**config.mk**
```make
export PLATFORM = sky130hd
export DESIGN_NAME = data_mem_arbiter
export DESIGN_NICKNAME = d
export VERILOG_FILES = /design/src/rtl/data_mem_arbiter_pkg.sv /design/src/rtl/data_mem_arbiter_load_formatter.sv /design/src/rtl/data_mem_arbiter.sv
export SDC_FILE = /design/constraint.sdc
export NUM_CORES = 1
export LEC_CHECK = 0
export CELL_PAD_IN_SITES_DETAIL_PLACEMENT = 0
export CELL_PAD_IN_SITES_GLOBAL_PLACEMENT = 1
export CORE_AREA = 2 2 176 178
export DETAILED_ROUTE_END_ITERATION = 10
export DIE_AREA = 0 0 178 180
export GPL_TIMING_DRIVEN = 0
export HOLD_SLACK_MARGIN = 0.12
export MAX_ROUTING_LAYER = met4
export PLACE_DENSITY = 0.72
export SLEW_MARGIN = 30
export SYNTH_ARGS = -nofsm -noshare
export SYNTH_HDL_FRONTEND = slang
export SYNTH_SLANG_ARGS = --single-unit
```
**constraint.sdc**
```tcl
create_clock -name clk -period 4.3 [get_ports clk]
set_input_delay 0.645 -clock clk [delete_from_list [all_inputs] [get_ports clk]]
set_output_delay 0.645 -clock clk [all_outputs]
set_load 0.1 [all_outputs]
```
**src/rtl/data_mem_arbiter_pkg.sv**
```systemverilog
`default_nettype none
// ==========================================================================
// data_mem_arbiter_pkg: shared encodings for the data RAM arbiter. Rev 1.0
// ==========================================================================
package data_mem_arbiter_pkg;

  localparam logic [0:0] S_CORE = 1'b0;
  localparam logic [0:0] S_LOCK = 1'b1;

  localparam logic [1:0] SZ_B = 2'd0;
  localparam logic [1:0] SZ_H = 2'd1;
  localparam logic [1:0] SZ_W = 2'd2;
  localparam logic [1:0] SZ_D = 2'd3;

  // Indexed by size code: bytes touched by an access starting at lane 0.
  localparam logic [3:0][7:0] BYTE_MASK = {8'hFF, 8'h0F, 8'h03, 8'h01};

  function automatic logic [2:0] align_bits(input logic [1:0] size);
    case (size)
      SZ_B:    return 3'b000;
      SZ_H:    return 3'b001;
      SZ_W:    return 3'b011;
      default: return 3'b111;
    endcase
  endfunction

endpackage
`default_nettype wire

```
**src/rtl/data_mem_arbiter_load_formatter.sv**
```systemverilog
`default_nettype none
// ==========================================================================
// load_formatter: lane extraction plus sign/zero extension of load data. Rev 1.0
// ==========================================================================
module load_formatter
  import data_mem_arbiter_pkg::*;
(
  input  logic [63:0] rdata_i,
  input  logic [2:0]  off_i,
  input  logic [1:0]  size_i,
  input  logic        uns_i,
  output logic [63:0] data_o
);

  logic [63:0] w_sh;

  assign w_sh = rdata_i >> {off_i, 3'b000};

  always_comb begin
    data_o = w_sh;
    case (size_i)
      SZ_B:    data_o = uns_i ? {56'd0, w_sh[7:0]}  : {{56{w_sh[7]}},  w_sh[7:0]};
      SZ_H:    data_o = uns_i ? {48'd0, w_sh[15:0]} : {{48{w_sh[15]}}, w_sh[15:0]};
      SZ_W:    data_o = uns_i ? {32'd0, w_sh[31:0]} : {{32{w_sh[31]}}, w_sh[31:0]};
      default: data_o = w_sh;
    endcase
  end

endmodule
`default_nettype wire

```
**src/rtl/data_mem_arbiter.sv**
```systemverilog
`default_nettype none
// ==========================================================================
// data_mem_arbiter: shares the data RAM between MEM stage and loader. Rev 1.0
// ==========================================================================
module data_mem_arbiter
  import data_mem_arbiter_pkg::*;
#(
  parameter int ADDR_W     = 16,
  parameter int STARVE_MAX = 4,
  parameter int MAX_BURST  = 8
) (
  input  logic              clk,
  input  logic              rstN,
  input  logic              cReq,
  input  logic              cWe,
  input  logic [ADDR_W-1:0] cAddr,
  input  logic [63:0]       cWdata,
  input  logic [2:0]        cFunct3,
  output logic              cStall,
  output logic              cMisalign,
  output logic [63:0]       cRdata,
  output logic              cRvalid,
  input  logic              lReq,
  input  logic              lLock,
  input  logic              lWe,
  input  logic [ADDR_W-1:0] lAddr,
  input  logic [63:0]       lWdata,
  output logic              lGnt,
  output logic [63:0]       lRdata,
  output logic              lRvalid,
  output logic              ramEn,
  output logic [7:0]        ramBe,
  output logic [ADDR_W-4:0] ramAddr,
  output logic [63:0]       ramWdata,
  input  logic [63:0]       ramRdata
);

  localparam int SW = $clog2(STARVE_MAX + 1);
  localparam int BW = $clog2(MAX_BURST + 1);
  localparam logic [SW-1:0] STARVE_LIM = SW'(STARVE_MAX);
  localparam logic [BW-1:0] BURST_LIM  = BW'(MAX_BURST);

  logic [0:0]    state_q, state_d;
  logic [SW-1:0] starve_q, starve_d;
  logic [BW-1:0] burst_q, burst_d;
  logic          core_pri_q, core_pri_d;
  logic          c_rd_q, c_rd_d;
  logic          l_rd_q, l_rd_d;
  logic [2:0]    off_q;
  logic [1:0]    size_q;
  logic          uns_q;

  logic [2:0]    w_off;
  logic [1:0]    w_size;
  logic          w_misal, w_c_ok, w_l_gnt, w_c_gnt, w_unused;
  logic [BW-1:0] w_burst_inc;
  logic [63:0]   w_fmt;

  assign w_off       = cAddr[2:0];
  assign w_size      = cFunct3[1:0];
  assign w_misal     = |(w_off & align_bits(w_size));
  assign cMisalign   = cReq && w_misal;
  assign w_c_ok      = cReq && !w_misal;
  assign w_burst_inc = burst_q + BW'(1);
  assign w_unused    = ^lAddr[2:0];

  always_ff @(posedge clk) begin
    if (!rstN) begin
      state_q    <= S_CORE;
      starve_q   <= '0;
      burst_q    <= '0;
      core_pri_q <= 1'b0;
      c_rd_q     <= 1'b0;
      l_rd_q     <= 1'b0;
      off_q      <= '0;
      size_q     <= '0;
      uns_q      <= 1'b0;
    end else begin
      state_q    <= state_d;
      starve_q   <= starve_d;
      burst_q    <= burst_d;
      core_pri_q <= core_pri_d;
      c_rd_q     <= c_rd_d;
      l_rd_q     <= l_rd_d;
      if (w_c_gnt) begin
        off_q  <= w_off;
        size_q <= w_size;
        uns_q  <= cFunct3[2];
      end
    end
  end

  always_comb begin
    state_d    = state_q;
    starve_d   = '0;
    burst_d    = burst_q;
    core_pri_d = 1'b0;
    c_rd_d     = w_c_gnt && !cWe;
    l_rd_d     = w_l_gnt && !lWe;
    case (state_q)
      S_CORE: begin
        burst_d = '0;
        if (!w_l_gnt && lReq)
          starve_d = (starve_q == STARVE_LIM) ? starve_q : starve_q + SW'(1);
        if (w_l_gnt && lLock) begin
          state_d = S_LOCK;
          burst_d = BW'(1);
        end
      end
      default: begin
        if (lReq) burst_d = w_burst_inc;
        // A burst that hits its beat limit hands the core one guaranteed cycle.
        if (lReq && (w_burst_inc == BURST_LIM)) begin
          state_d    = S_CORE;
          burst_d    = '0;
          core_pri_d = 1'b1;
        end else if (!lLock) begin
          state_d = S_CORE;
          burst_d = '0;
        end
      end
    endcase
  end

  always_comb begin
    w_l_gnt  = 1'b0;
    w_c_gnt  = 1'b0;
    ramEn    = 1'b0;
    ramBe    = 8'h00;
    ramAddr  = '0;
    ramWdata = '0;
    if (state_q == S_LOCK) begin
      w_l_gnt = lReq;
    end else begin
      w_l_gnt = lReq && (cMisalign || !cReq || (!core_pri_q && (starve_q == STARVE_LIM)));
      w_c_gnt = w_c_ok && !w_l_gnt;
    end
    if (w_l_gnt) begin
      ramEn    = 1'b1;
      ramBe    = lWe ? 8'hFF : 8'h00;
      ramAddr  = lAddr[ADDR_W-1:3];
      ramWdata = lWdata;
    end else if (w_c_gnt) begin
      ramEn    = 1'b1;
      ramBe    = cWe ? (BYTE_MASK[w_size] << w_off) : 8'h00;
      ramAddr  = cAddr[ADDR_W-1:3];
      ramWdata = cWdata << {w_off, 3'b000};
    end
  end

  assign cStall  = w_c_ok && !w_c_gnt;
  assign lGnt    = w_l_gnt;
  assign cRvalid = c_rd_q;
  assign lRvalid = l_rd_q;
  assign cRdata  = c_rd_q ? w_fmt : 64'd0;
  assign lRdata  = l_rd_q ? ramRdata : 64'd0;

  load_formatter u_load_formatter (
    .rdata_i (ramRdata),
    .off_i   (off_q),
    .size_i  (size_q),
    .uns_i   (uns_q),
    .data_o  (w_fmt)
  );

endmodule
`default_nettype wire

```
==> flow_summary.json <==
{
  "layout_common_cells": "clkdlybuf4s50_1 (293), mux2i_1 (107), nand2_1 (87)",
  "placed_cell_area_mm2": 0.0114,
  "vias": 9009,
  "clockBufferDepth": 2,
  "holdBufCountCts": 0,
  "fin_crit_sh": 0.994,
  "syn-num-nets": 1068,
  "synth_cells": 830,
  "h-tree-depth": 1,
  "io_buffers": 443,
  "p_int_uw": 865,
  "busiest_layer": "met2",
  "antenna_found_initial": 10,
  "cts_inserted_buffers": 3,
  "grt_pass1_vias": 9532,
  "core_mm2": 0.0302,
  "final_nets": 1516,
  "cp.required_ns": 3.65,
  "crit_slowest_cell": "dlygate4sd2_1",
  "rows": 64,
  "hold_violations": 0,
  "layout_commonest_cell": "clkdlybuf4s50_1",
  "slew_headroom": 0.312,
  "met2_usage": 0.525,
  "min_from": "burst_q[3]$_SDFFE_PN0P_",
  "chipWidth_um": 178,
  "max_freq_mhz": 234,
  "drt-total-wl_um": 45600,
  "yosysSeqAreaShare": 0.0522,
  "rsz0062_at_grt": "false",
  "timing.hold.ws_ns": 0.482,
  "pwr-share-clk": 0.085,
  "r2r_slack_ns": 2.36,
  "status": "finished clean",
  "arrival_ns": 3.63,
  "synth_area_mm2": 0.00651,
  "pre_cts_slack_ns": -0.709,
  "grt_use_met1": 0.284,
  "met3_usage": 0.0529,
  "crit_path_start_kind": "input pin",
  "ir_drop_uv": 188,
  "cp_cell_sequence": "clkdlybuf4s50_1, mux2_2, mux4_2, nand3_1, buf_2, a31oi_1, dlygate4sd2_1",
  "yosys.area_share.simple": 0.190,
  "synth_top_family_by_area": "multiplexers",
  "clkTransAtPathRegs_ns": 0.05,
  "synth_edf_count": 0,
  "cp_max_fo": 10,
  "initial_utilization": 0.216,
  "period_minus_slack_ns": 4.27,
  "yosys_warnings": 0,
  "cts_tree": "done",
  "finalWorstSetupSlack_ns": 0.0271,
  "die_area_mm2": 0.0320,
  "fin_skew_ns": 0.00400,
  "worst_pin_slew_ns": 1.03,
  "grt_pass1_wl_um": 64400,
  "final_cells": 1683,
  "synthMuxAreaShare": 0.367,
  "first_pass_iters": 5,
  "synth_area_per_cell_um2": 7.85,
  "clk_latency_ns": 0.25,
  "endpoint_kind": "output pin",
  "postLayoutCellArea_mm2": 0.0114,
  "yosys_register_bits": 17,
  "routedWlPerCell_um": 27.1,
  "min_path_cells": 2,
  "comb_power_share": 0.840,
  "cp.buffers_inverters": 3,
  "final_max_slew_viol_count": 0,
  "switching_share": 0.610,
  "area_growth_pct": 75.6,
  "synth_cell_types": 53,
  "grt_max_degree": 11,
  "cpPeakStageDelay_ns": 0.90,
  "synth_xor_area_frac": 0.00538,
  "first_iter_violations": 598,
  "synth_ff_type": "dfxtp_1",
  "rr_startpoint": "off_q[0]$_SDFFE_PN0P_",
  "post-route-util": 0.379,
  "detail-route-antenna-nets": 0,
  "cp_top_family": "buffers and inverters",
  "io_pins": 453,
  "async_reset_ff_frac": 0,
  "pwr-share-seq": 0.076,
  "power_density_mw_per_mm2": 194,
  "dpl.hpwl_um": 39300,
  "overflow": 0,
  "r2r-end": "off_q[0]$_SDFFE_PN0P_",
  "power.switching_mw": 1.35,
  "min_to": "burst_q[3]$_SDFFE_PN0P_",
  "die_h_um": 180,
  "postCtsSetupBuffers": 0,
  "p_leak_nw": 4.68,
  "drive_gt1_frac": 0.164,
  "reg2regPathDepth": 5,
  "place_inst": 1669,
  "root_buffer": "clkbuf_16",
  "vias_per_cell": 5.35,
  "synth-compound-area-share": 0.293,
  "clock-sinks": 17,
  "grt.total_usage": 0.283,
  "critical_path_class": "in -> out",
  "setup_viol": 0,
  "synthAdderAreaFrac": 0.00768,
  "gp_congestion": 0.996,
  "drc_errors": 0,
  "hold_path.class": "reg -> reg",
  "cap_violations": 0
}
## area by class of cell
| cell class | instances | area [um^2] |
|---|---|---|
| Antenna cell | 10 | 25.0 |
| Buffer | 99 | 483 |
| Clock buffer | 4 | 78.8 |
| Fill cell | 3251 | 18800 |
| Inverter | 19 | 71.3 |
| Multi-Input combinational cell | 695 | 5640 |
| Sequential cell | 17 | 340 |
| Tap cell | 396 | 495 |
| Timing Repair Buffer | 443 | 4300 |
## layer usage
layer  routed length, um  vias to the layer above
met5                   0                        -
met4                2180                        0
met3                3420                       94
met2               24000                      516
met1               16100                     4338
li1                    -                     4061
## power by group through the flow
| stage | registers, mW | clock network [mW] | logic (mW) |
|---|---|---|---|
| global placement | 0.171 | 0 | 1.91 |
| global route | 0.168 | 0.199 | 1.93 |
| finish | 0.168 | 0.188 | 1.86 |
| detailed placement | 0.171 | 0 | 1.91 |
| floorplan | 0.174 | 0 | 1.23 |
| CTS | 0.168 | 0.194 | 1.87 |
## kinds of logic (layout without fill, tap and decap cells)
group           Yosys count  after routing
simple gates            244            244
other cells               0             10
fa+ha+maj                 4              4
compound gates          267            267
xor+xnor                  4              4
buf+inv                 118            565
mux                     176            176
flops                    17             17
## per-stage QoR
stage                     setup TNS (ns)  total power, mW
after global routing                   0             2.30
final                                  0             2.22
after global placement            -38.02             2.08
after floorplan                        0             1.40
after detailed placement          -37.26             2.08
after CTS                              0             2.23
## tightest hold or removal path: stages (launching register included)
cell,delay [ns]
dfxtp_1,0.32
nand2_1,0.05
a21oi_1,0.06
## timing repair
item	in CTS	in global routing
resized for setup	259	57
setup endpoints to repair	137	43
pin swaps	0	0
## Yosys cell counts, types with 8 or more instances
cell type,n,area share
a22o_1,48,0.065
a31oi_1,31,0.030
inv_1,14,0.0081
mux2i_1,107,0.16
nor2_1,24,0.014
a22oi_1,9,0.010
nand3_1,14,0.011
nand2b_1,16,0.015
buf_2,39,0.030
o2bb2ai_1,54,0.073
o21ai_0,21,0.016
o21a_1,8,0.0092
mux4_2,48,0.17
dfxtp_1,17,0.052
nand2_1,87,0.050
nor3_1,15,0.012
mux2_2,21,0.036
clkbuf_1,45,0.026
and2_1,67,0.064
a21oi_1,71,0.055
## how the worst max path moves through the flow
stage                       startpoint      endpoint  slack, ns  depth (start not counted)
finish                    ramRdata[55]    cRdata[47]       0.03                          7
global route                  cAddr[0]    ramAddr[0]     0.0008                          8
CTS                           cAddr[2]  ramWdata[32]      0.001                          8
detailed placement            cAddr[2]  ramWdata[51]      -0.71                          7
global placement              cAddr[2]  ramWdata[51]      -0.71                          7
floorplan           cRvalid$_SDFF_PN0_    cRdata[42]        0.1                          5
## sequential cells by signal, summed over array words and instances, names as in the netlist
name and cells:
burst_q 4, size_q 2, uns_q 1, starve_q 3, lRvalid 1, off_q 3, state_q 1, core_pri_q 1
cRvalid 1
Power figures use the tool's default switching activity.
